$ cat src/rtl/fpmul_pkg.sv
// Shared definitions for the floating-point multiplier post-processing stage:
// default field widths, packed-result field offsets and the stage-1 to
// stage-2 pipeline register layout.
package fpmul_pkg;

  localparam int FP_EW = 8;
  localparam int FP_MW = 23;

  // Largest biased exponent value; reaching it means infinity.
  localparam int EXP_MAX = (1 << FP_EW) - 1;

  // Packed result layout {sign, exp, frac}.
  localparam int RES_FRAC_LSB = 0;
  localparam int RES_EXP_LSB  = FP_MW;
  localparam int RES_SIGN_BIT = FP_EW + FP_MW;

  // Normalised operand handed from the normalise stage to the round stage.
  typedef struct packed {
    logic               vld;
    logic               sign;
    logic               zero;
    logic [FP_EW+1:0]   exp;
    logic [FP_MW:0]     sig;
    logic               guard;
    logic               sticky;
  } s1_t;

endpackage

$ cat src/rtl/fpmul_rne_round.sv
// Combinational round-to-nearest-even increment of a normalised significand.
// The hidden bit is always 1, so a carry out of the fraction is a carry out
// of the whole significand and leaves the fraction at zero.
module fpmul_rne_round #(
  parameter int MW = 23
) (
  input  logic [MW:0]   sig,
  input  logic          guard,
  input  logic          sticky,
  output logic [MW-1:0] frac,
  output logic          carry
);

  logic          round_up;
  logic [MW:0]   frac_sum;

  assign round_up = guard & (sticky | sig[0]);
  assign frac_sum = {1'b0, sig[MW-1:0]} + {{MW{1'b0}}, round_up};
  assign frac     = frac_sum[MW-1:0];
  assign carry    = sig[MW] & frac_sum[MW];

endmodule

$ cat src/rtl/fpmul_normrnd.sv
// Floating-point multiplier back end: normalises the raw significand
// product, rounds to nearest even and resolves overflow/underflow through a
// two-stage valid/ready pipeline.
module fpmul_normrnd
  import fpmul_pkg::*;
#(
  parameter int EW = FP_EW,
  parameter int MW = FP_MW
) (
  input  logic              clk,
  input  logic              rst_n,
  input  logic              in_vld,
  output logic              in_rdy,
  input  logic              in_sign,
  input  logic              in_zero,
  input  logic [EW+1:0]     in_exp,
  input  logic [2*MW+1:0]   in_prod,
  output logic              out_vld,
  input  logic              out_rdy,
  output logic [EW+MW:0]    out_res,
  output logic              out_ovf,
  output logic              out_udf,
  output logic              out_inx
);

  localparam logic [EW+1:0] EXP_ONE   = {{(EW+1){1'b0}}, 1'b1};
  localparam logic [EW:0]   EXP_LIMIT = {1'b0, {EW{1'b1}}};

  s1_t            s1;
  s1_t            s1_n;
  logic           s2_vld;
  logic           rdy2;
  logic [MW-1:0]  frac_rnd;
  logic           rnd_carry;
  logic [EW+1:0]  exp_post;
  logic [EW+MW:0] res_n;
  logic           ovf_n;
  logic           udf_n;
  logic           inx_n;

  // A stage advances when it is empty or its downstream takes its contents.
  assign rdy2    = !s2_vld || out_rdy;
  assign in_rdy  = !s1.vld || rdy2;
  assign out_vld = s2_vld;

  // Stage 1: shift a [2.0, 4.0) product down one place and split off guard/sticky.
  always_comb begin
    // NOTE: every field gets a default first so no path can leave a latch behind.
    s1_n      = '0;
    s1_n.vld  = in_vld;
    s1_n.sign = in_sign;
    s1_n.zero = in_zero;
    if (in_prod[2*MW+1]) begin
      s1_n.sig    = in_prod[2*MW+1:MW+1];
      s1_n.guard  = in_prod[MW];
      s1_n.sticky = |in_prod[MW-1:0];
      s1_n.exp    = in_exp + EXP_ONE;
    end else begin
      s1_n.sig    = in_prod[2*MW:MW];
      s1_n.guard  = in_prod[MW-1];
      s1_n.sticky = |in_prod[MW-2:0];
      s1_n.exp    = in_exp;
    end
  end

  // Stage-1 register holds while stage 2 is blocked.
  always_ff @(posedge clk or negedge rst_n) begin
    if (!rst_n) begin
      s1 <= '0;
    end else if (in_rdy) begin
      // NOTE: sequential state uses non-blocking assignments so every register samples pre-edge values.
      s1 <= s1_n;
    end
  end

  fpmul_rne_round #(.MW(MW)) u_round (
    .sig    (s1.sig),
    .guard  (s1.guard),
    .sticky (s1.sticky),
    .frac   (frac_rnd),
    .carry  (rnd_carry)
  );

  assign exp_post = s1.exp + {{(EW+1){1'b0}}, rnd_carry};

  // Stage 2: pick zero, infinity, flush-to-zero or the rounded normal result.
  always_comb begin
    res_n               = '0;
    res_n[RES_SIGN_BIT] = s1.sign;
    ovf_n               = 1'b0;
    udf_n               = 1'b0;
    inx_n               = s1.guard | s1.sticky;
    if (s1.zero) begin
      inx_n = 1'b0;
    end else if (!exp_post[EW+1] && (exp_post[EW:0] >= EXP_LIMIT)) begin
      res_n[RES_EXP_LSB +: EW] = '1;
      ovf_n                    = 1'b1;
      inx_n                    = 1'b1;
    end else if (exp_post[EW+1] || (exp_post == '0)) begin
      udf_n = 1'b1;
      inx_n = 1'b1;
    end else begin
      res_n[RES_EXP_LSB +: EW]  = exp_post[EW-1:0];
      res_n[RES_FRAC_LSB +: MW] = frac_rnd;
    end
  end

  // Output register; result and flags only change when a new result is taken.
  always_ff @(posedge clk or negedge rst_n) begin
    if (!rst_n) begin
      s2_vld  <= 1'b0;
      out_res <= '0;
      out_ovf <= 1'b0;
      out_udf <= 1'b0;
      out_inx <= 1'b0;
    end else if (rdy2) begin
      s2_vld <= s1.vld;
      if (s1.vld) begin
        out_res <= res_n;
        out_ovf <= ovf_n;
        out_udf <= udf_n;
        out_inx <= inx_n;
      end
    end
  end

endmodule

$ cat config.mk
export PLATFORM = sky130hd
export DESIGN_NAME = fpmul_normrnd
export DESIGN_NICKNAME = d
export VERILOG_FILES = /design/src/rtl/fpmul_pkg.sv /design/src/rtl/fpmul_rne_round.sv /design/src/rtl/fpmul_normrnd.sv
export SDC_FILE = /design/constraint.sdc
export NUM_CORES = 1
export LEC_CHECK = 0
export ABC_AREA = 1
export CAP_MARGIN = 20
export CORE_UTILIZATION = 50
export CTS_BUF_LIST = sky130_fd_sc_hd__clkbuf_16
export DETAILED_ROUTE_END_ITERATION = 7
export DONT_BUFFER_PORTS = 1
export SLEW_MARGIN = 0
export SYNTH_ARGS = -nofsm -noshare
export SYNTH_HDL_FRONTEND = slang
export SYNTH_HIERARCHICAL = 1
export SYNTH_SLANG_ARGS = --single-unit
$ cat constraint.sdc
create_clock -name clk -period 4 [get_ports clk]
set_input_delay 0.6 -clock clk [delete_from_list [all_inputs] [get_ports clk]]
set_output_delay 0.6 -clock clk [all_outputs]
set_load 0.03 [all_outputs]
* Yosys cells after proc, flatten, opt, wreduce, memory -nomap -nowiden
Index checks and enable logic that the tools add are counted.
** Word-level totals
- Register bits after elaboration :: 75
- Logic and storage cells :: 44
- Input bits :: 64
** Operators by class
- Reduce and logical (&&, ||, !) cells :: 11
- Add/sub/neg operators :: 3
- Order comparisons :: 1
- Bitwise logic cells :: 4
- Mux-type cells :: 13
** Operator list (count)
- two-way mux 31 bit :: 2
- two-way mux 36 bit :: 1
- adder 23 x 1 -> 24 bit :: 1
- two-way mux 23 bit :: 1
- OR reduction 23 bit :: 1
- OR reduction 22 bit :: 1
- adder 10 x 1 -> 10 bit :: 1
- adder 10 x 1 -> 10 bit, second input constant :: 1
- zero test 10 bit :: 1
- >= comparator 9 x 8 -> 1 bit, second input constant :: 1
- two-way mux 1 bit :: 8
- two-way mux 8 bit :: 1
- zero test 1 bit :: 3
- logical OR 1 bit :: 3
- AND 1 bit :: 2
- OR 1 bit :: 2
- AND reduction 2 bit :: 1
- logical AND 1 bit :: 1

* Longest topological paths before layout
- Depth after elaboration :: 10
- Mapped depth :: 22
- Gate-level depth less buffers :: 21

* Cells and area by module
The synthesis kept the hierarchy.
** Modules (own cells, without submodules)
- fpmul_normrnd :: sequential area each 1876.8 µm², cells each 540, area each 3978.8 µm², instances 1
- fpmul_rne_round :: sequential area each 0.0 µm², cells each 129, area each 683.2 µm², instances 1

* Least setup slack after synthesis
OpenSTA, ideal clock, no wires.
- Kind :: reg-to-reg
- From :: register s1[0] (netlist name)
- To :: register out_res[0]
- Arrival time :: 2.511 ns
- Required time :: 3.883 ns
- Cell stages (with the launch flop) :: 21
- Clock period less this slack :: 2.628 ns
- Slack :: 1.372 ns
- Path through :: dfrtp_1 o21a_1 ha_1 inv_1 nor2_4 nand2_4 nor2_8 nand2_2 nor2_2 ha_1 ha_1 nand3_1 nor2_1 nand2_1 nand2_1 nand2_1 nor2_2 a21oi_4 buf_6 nand3_2 nand2_1
** Between the ends
- Word-level cells in the longest chain between the ends :: 10
- Elaborated cells on any way between the ends :: 13
- Classes of those cells :: 2 x add/sub; 1 x order compare; 3 x mux; 3 x bitwise; 4 x reduce/logical
** RTL lines
- from (decl) :: line fpmul_normrnd.sv:29 : s1_t s1;
- from (signal assigned) :: line fpmul_normrnd.sv:72 : s1 <= s1_n;
- OR 1 bit * :: line fpmul_rne_round.sv:17 : assign round_up = guard & (sticky | sig[0]);
- AND 1 bit * :: line fpmul_rne_round.sv:17
- adder 23 x 1 -> 24 bit * :: line fpmul_rne_round.sv:18 : assign frac_sum = {1'b0, sig[MW-1:0]} + {{MW{1'b0}}, round_up};
- AND 1 bit * :: line fpmul_rne_round.sv:20 : assign carry = sig[MW] & frac_sum[MW];
- net rnd_carry :: line fpmul_normrnd.sv:34 : logic rnd_carry;
- adder 10 x 1 -> 10 bit * :: line fpmul_normrnd.sv:84 : assign exp_post = s1.exp + {{(EW+1){1'b0}}, rnd_carry};
- parallel branches: the longest is 3 deep, another holds >= comparator 9 x 8 -> 1 bit
- two-way mux 23 bit * :: line fpmul_normrnd.sv:95 : end else if (!exp_post[EW+1] && (exp_post[EW:0] >= EXP_LIMIT)) begin
- two-way mux 31 bit * :: line fpmul_normrnd.sv:93 : if (s1.zero) begin
- to (signal assigned) :: line fpmul_normrnd.sv:119 : out_res <= res_n;
- to (decl) :: line fpmul_normrnd.sv:20 : output logic [EW+MW:0] out_res,
Mark *: on every way through the listed nets, which the timed path passes.
A chain may end at the register's enable or synchronous reset.

* Worst setup path after layout
- From :: register s1[0] (netlist name)
- To :: register out_res[16]
The elaborated chain is that of the path after synthesis.

==> flow_summary.toml <==
[status]
status = "finished clean"

[logic_synthesis]
synthXorXnorAreaFrac_pct = 2.63
synth-adder-area-share_pct = 1.61
yosysSeqAreaShare_pct = 40.3
synthCells = 669
ys_ff_latch = 75
synth_top_area_share_pct = 40.3
synth.area.top_cells = "dfrtp_1 (40%), nand2_1 (18%), nor2_1 (7.6%)"
yosysTopAreaCell = "dfrtp_1"
synth_top_family_by_area = "simple AND/OR/NAND/NOR gates"
synth_compound_gate_area_share_pct = 5.88
yosys_warnings = 6
yosysUniqueCellTypes = 32
syn_nets = 739
syn_avg_cell_area_sq_um = 6.97
synthSimpleGateAreaFrac_pct = 40.9
syn-cell-area_sq_um = 4660
synth_mux_area_share_pct = 0

[floorplan]
die_area_sq_um = 9710
die_w_microns = 98.6
start_util_pct = 52.4
ios = 101
core_area_sq_um = 8890
row_count = 34
die_h_microns = 98.6

[detailed_routing]
first_pass_iters = 5
drc = 0
antenna_left = 0
drtIter0Drc = 210
wl_per_cell_microns = 13.7
vias = 3999
vias_per_cell = 5.18
wl_mm = 10.6

[worst_setup_path]
critPathKind = "reg -> reg"
startpoint = "s1[0]"
cp-start-kind = "flip-flop"
crit_required_ns = 4.26
critical_path_peak_fanout = 23
cp.arrival_ns = 3.57
rr_startpoint = "s1[0]"
crit_path_end_kind = "flip-flop"

[final_layout]
drive_above_1_share_pct = 9.94
nets = 730
antennaDiodeCount = 0
layout_commonest_cell = "nand2_1"
nFillCells = 881
final_util_pct = 57.1
final_cell_mix = "nand2_1 (225), nor2_1 (95), dfrtp_1 (75)"
area_delta_synth_final_pct = 8.99

[job]
max-cap-violations = 0

[grt]
grt_pass1_wl_mm = 18.2
grtUsageTotal_pct = 23.3
grt_max_degree = 76
grt_overflow_total = 0
grt_pass1_vias = 3661
grt_antenna_before_repair = 0

[placement]
routabilityCongestion = 0.884
post-dp-hpwl_mm = 7.76
port_buffers = 0

[cts]
cts_tree = "built"
cts_setup_buffers = 0
cts_sinks = 75
clockBufferDepth = 2
cts_max_level = 3
clkLatencyLatePin_ns = 0.33
cts_made_buffers = 9
clk_pin_slew_worst_paths_ns = 0.06
ctsRootBufferMaster = "clkbuf_16"

[sta]
slew_headroom_pct = 50.6
skew_ns = 0.00935
fin_crit_sh_pct = 82.8
final-setup-viol-count = 0
worstMarginPinSlew_ns = 0.738
rsz0062_at_grt = "no"
fmax_mhz = 302
finalSetupTns_ns = 0
fin_crit_ns = 3.31
final-max-slew-violation-count = 0
hold_viol_final = 0

[worst_hold_path]
hp-class = "in -> async"

[power_and_ir_drop]
p_leak_uw = 0.00264
p_per_area_nw_per_um2 = 458
peakVddDrop_uv = 216
p_total_uw = 2330
-- worst paths after layout --
| kind | to | slack, ns | cells past startpoint |
|---|---|---|---|
| min in group clk | s1[38] | 0.38 | 1 |
| setup / recovery | out_res[16] | 0.69 | 20 |
| hold / removal | out_res[19] | 0.15 | 1 |
| setup reg to reg | out_res[16] | 0.69 | 20 |
| max in group asynchronous | s1[28] | 3.52 | 1 |
| hold reg to reg | out_vld | 0.48 | 2 |
-- power breakdown --
group          internal (uW)  leakage (uW)  switching, uW
combinational            129       0.00155            240
clock                    601      0.000157            302
sequential               854      0.000931            201
-- layout make-up --
type,instances,area (sq um),share of cell area (%)
Multi-Input combinational cell,493,2380,46.8
Clock buffer,9,225,4.43
Sequential cell,75,1880,36.9
Timing Repair Buffer,4,70.1,1.38
Tap cell,108,135,2.66
Clock inverter,6,105,2.07
Inverter,77,289,5.69
-- registers in the layout, summed over array words and instances, names as in the netlist --
name / cells
out_udf: 1
s1: 38
res_n: 1
out_vld: 1
out_ovf: 1
out_res: 32
out_inx: 1
-- worst max-delay path: stages (launching register included) --
cell and delay (ns):
dfrtp_1 0.38, o21a_1 0.14, ha_1 0.16, inv_1 0.07
nor2_4 0.16, nand2_4 0.11, nor2_8 0.12, nand2_2 0.07
nor2_2 0.14, ha_1 0.16, ha_1 0.21, nand2_1 0.13
nor2_1 0.15, nand2_1 0.07, nand2_1 0.09, nand2_2 0.08
nand2_1 0.10, nor2_2 0.06, a21oi_4 0.57, nand3_1 0.16
nand2_1 0.10
-- layer usage --
| metal | routed length (microns) | track usage, % |
|---|---|---|
| met2 | 4150 | 32.0 |
| met1 | 5700 | 36.2 |
| met3 | 692 | 5.96 |
| met5 | 0 | 0 |
| met4 | 63 | 5.40 |
-- synth_stat cells --
cell / n
inv_2: 7
clkbuf_1: 18
nor2_2: 8
a21oi_4: 1
nand3_2: 11
nor2_4: 5
nand3_1: 51
o22a_1: 1
o22ai_1: 2
xor2_1: 8
or2_2: 3
xnor2_1: 6
dfrtp_1: 75
nand2_2: 12
a21oi_1: 1
nand2_1: 225
inv_1: 70
nand2_4: 1
ha_1: 6
o21a_1: 1
nor4_1: 5
buf_4: 3
nand3b_1: 5
nor2_8: 1
buf_1: 1
nor2_1: 95
nand4_1: 5
a31oi_1: 25
o21bai_1: 1
o21ai_0: 12
nor3_1: 2
buf_6: 2
-- metrics by stage --
stage	cell area, sq um	worst slack [ns]	hold WS [ns]	instances
5_1_grt	5080	0.355	0.193	772
6_report	5080	0.687	0.154	772
3_3_place_gp	4690	0.718	0.306	754
4_1_cts	5050	0.546	0.176	770
2_1_floorplan	4660	1.37	0.304	669
3_5_place_dp	4690	0.555	0.306	754
-- repair_timing --
| item | CTS | global route |
|---|---|---|
| resized for setup | 0 | 0 |
| hold endpoints to repair | 75 | 0 |
| hold buffers | 1 | 0 |
-- logic make-up after synthesis --
kind of cell               after synthesis
and+or+nand+nor                        429
buffers and inverters                  101
DFF                                     75
AOI/OAI and AO/OA                       44
xor gates and xnor gates                14
adders and majority gates                6
(Power assumes the default switching activity.)
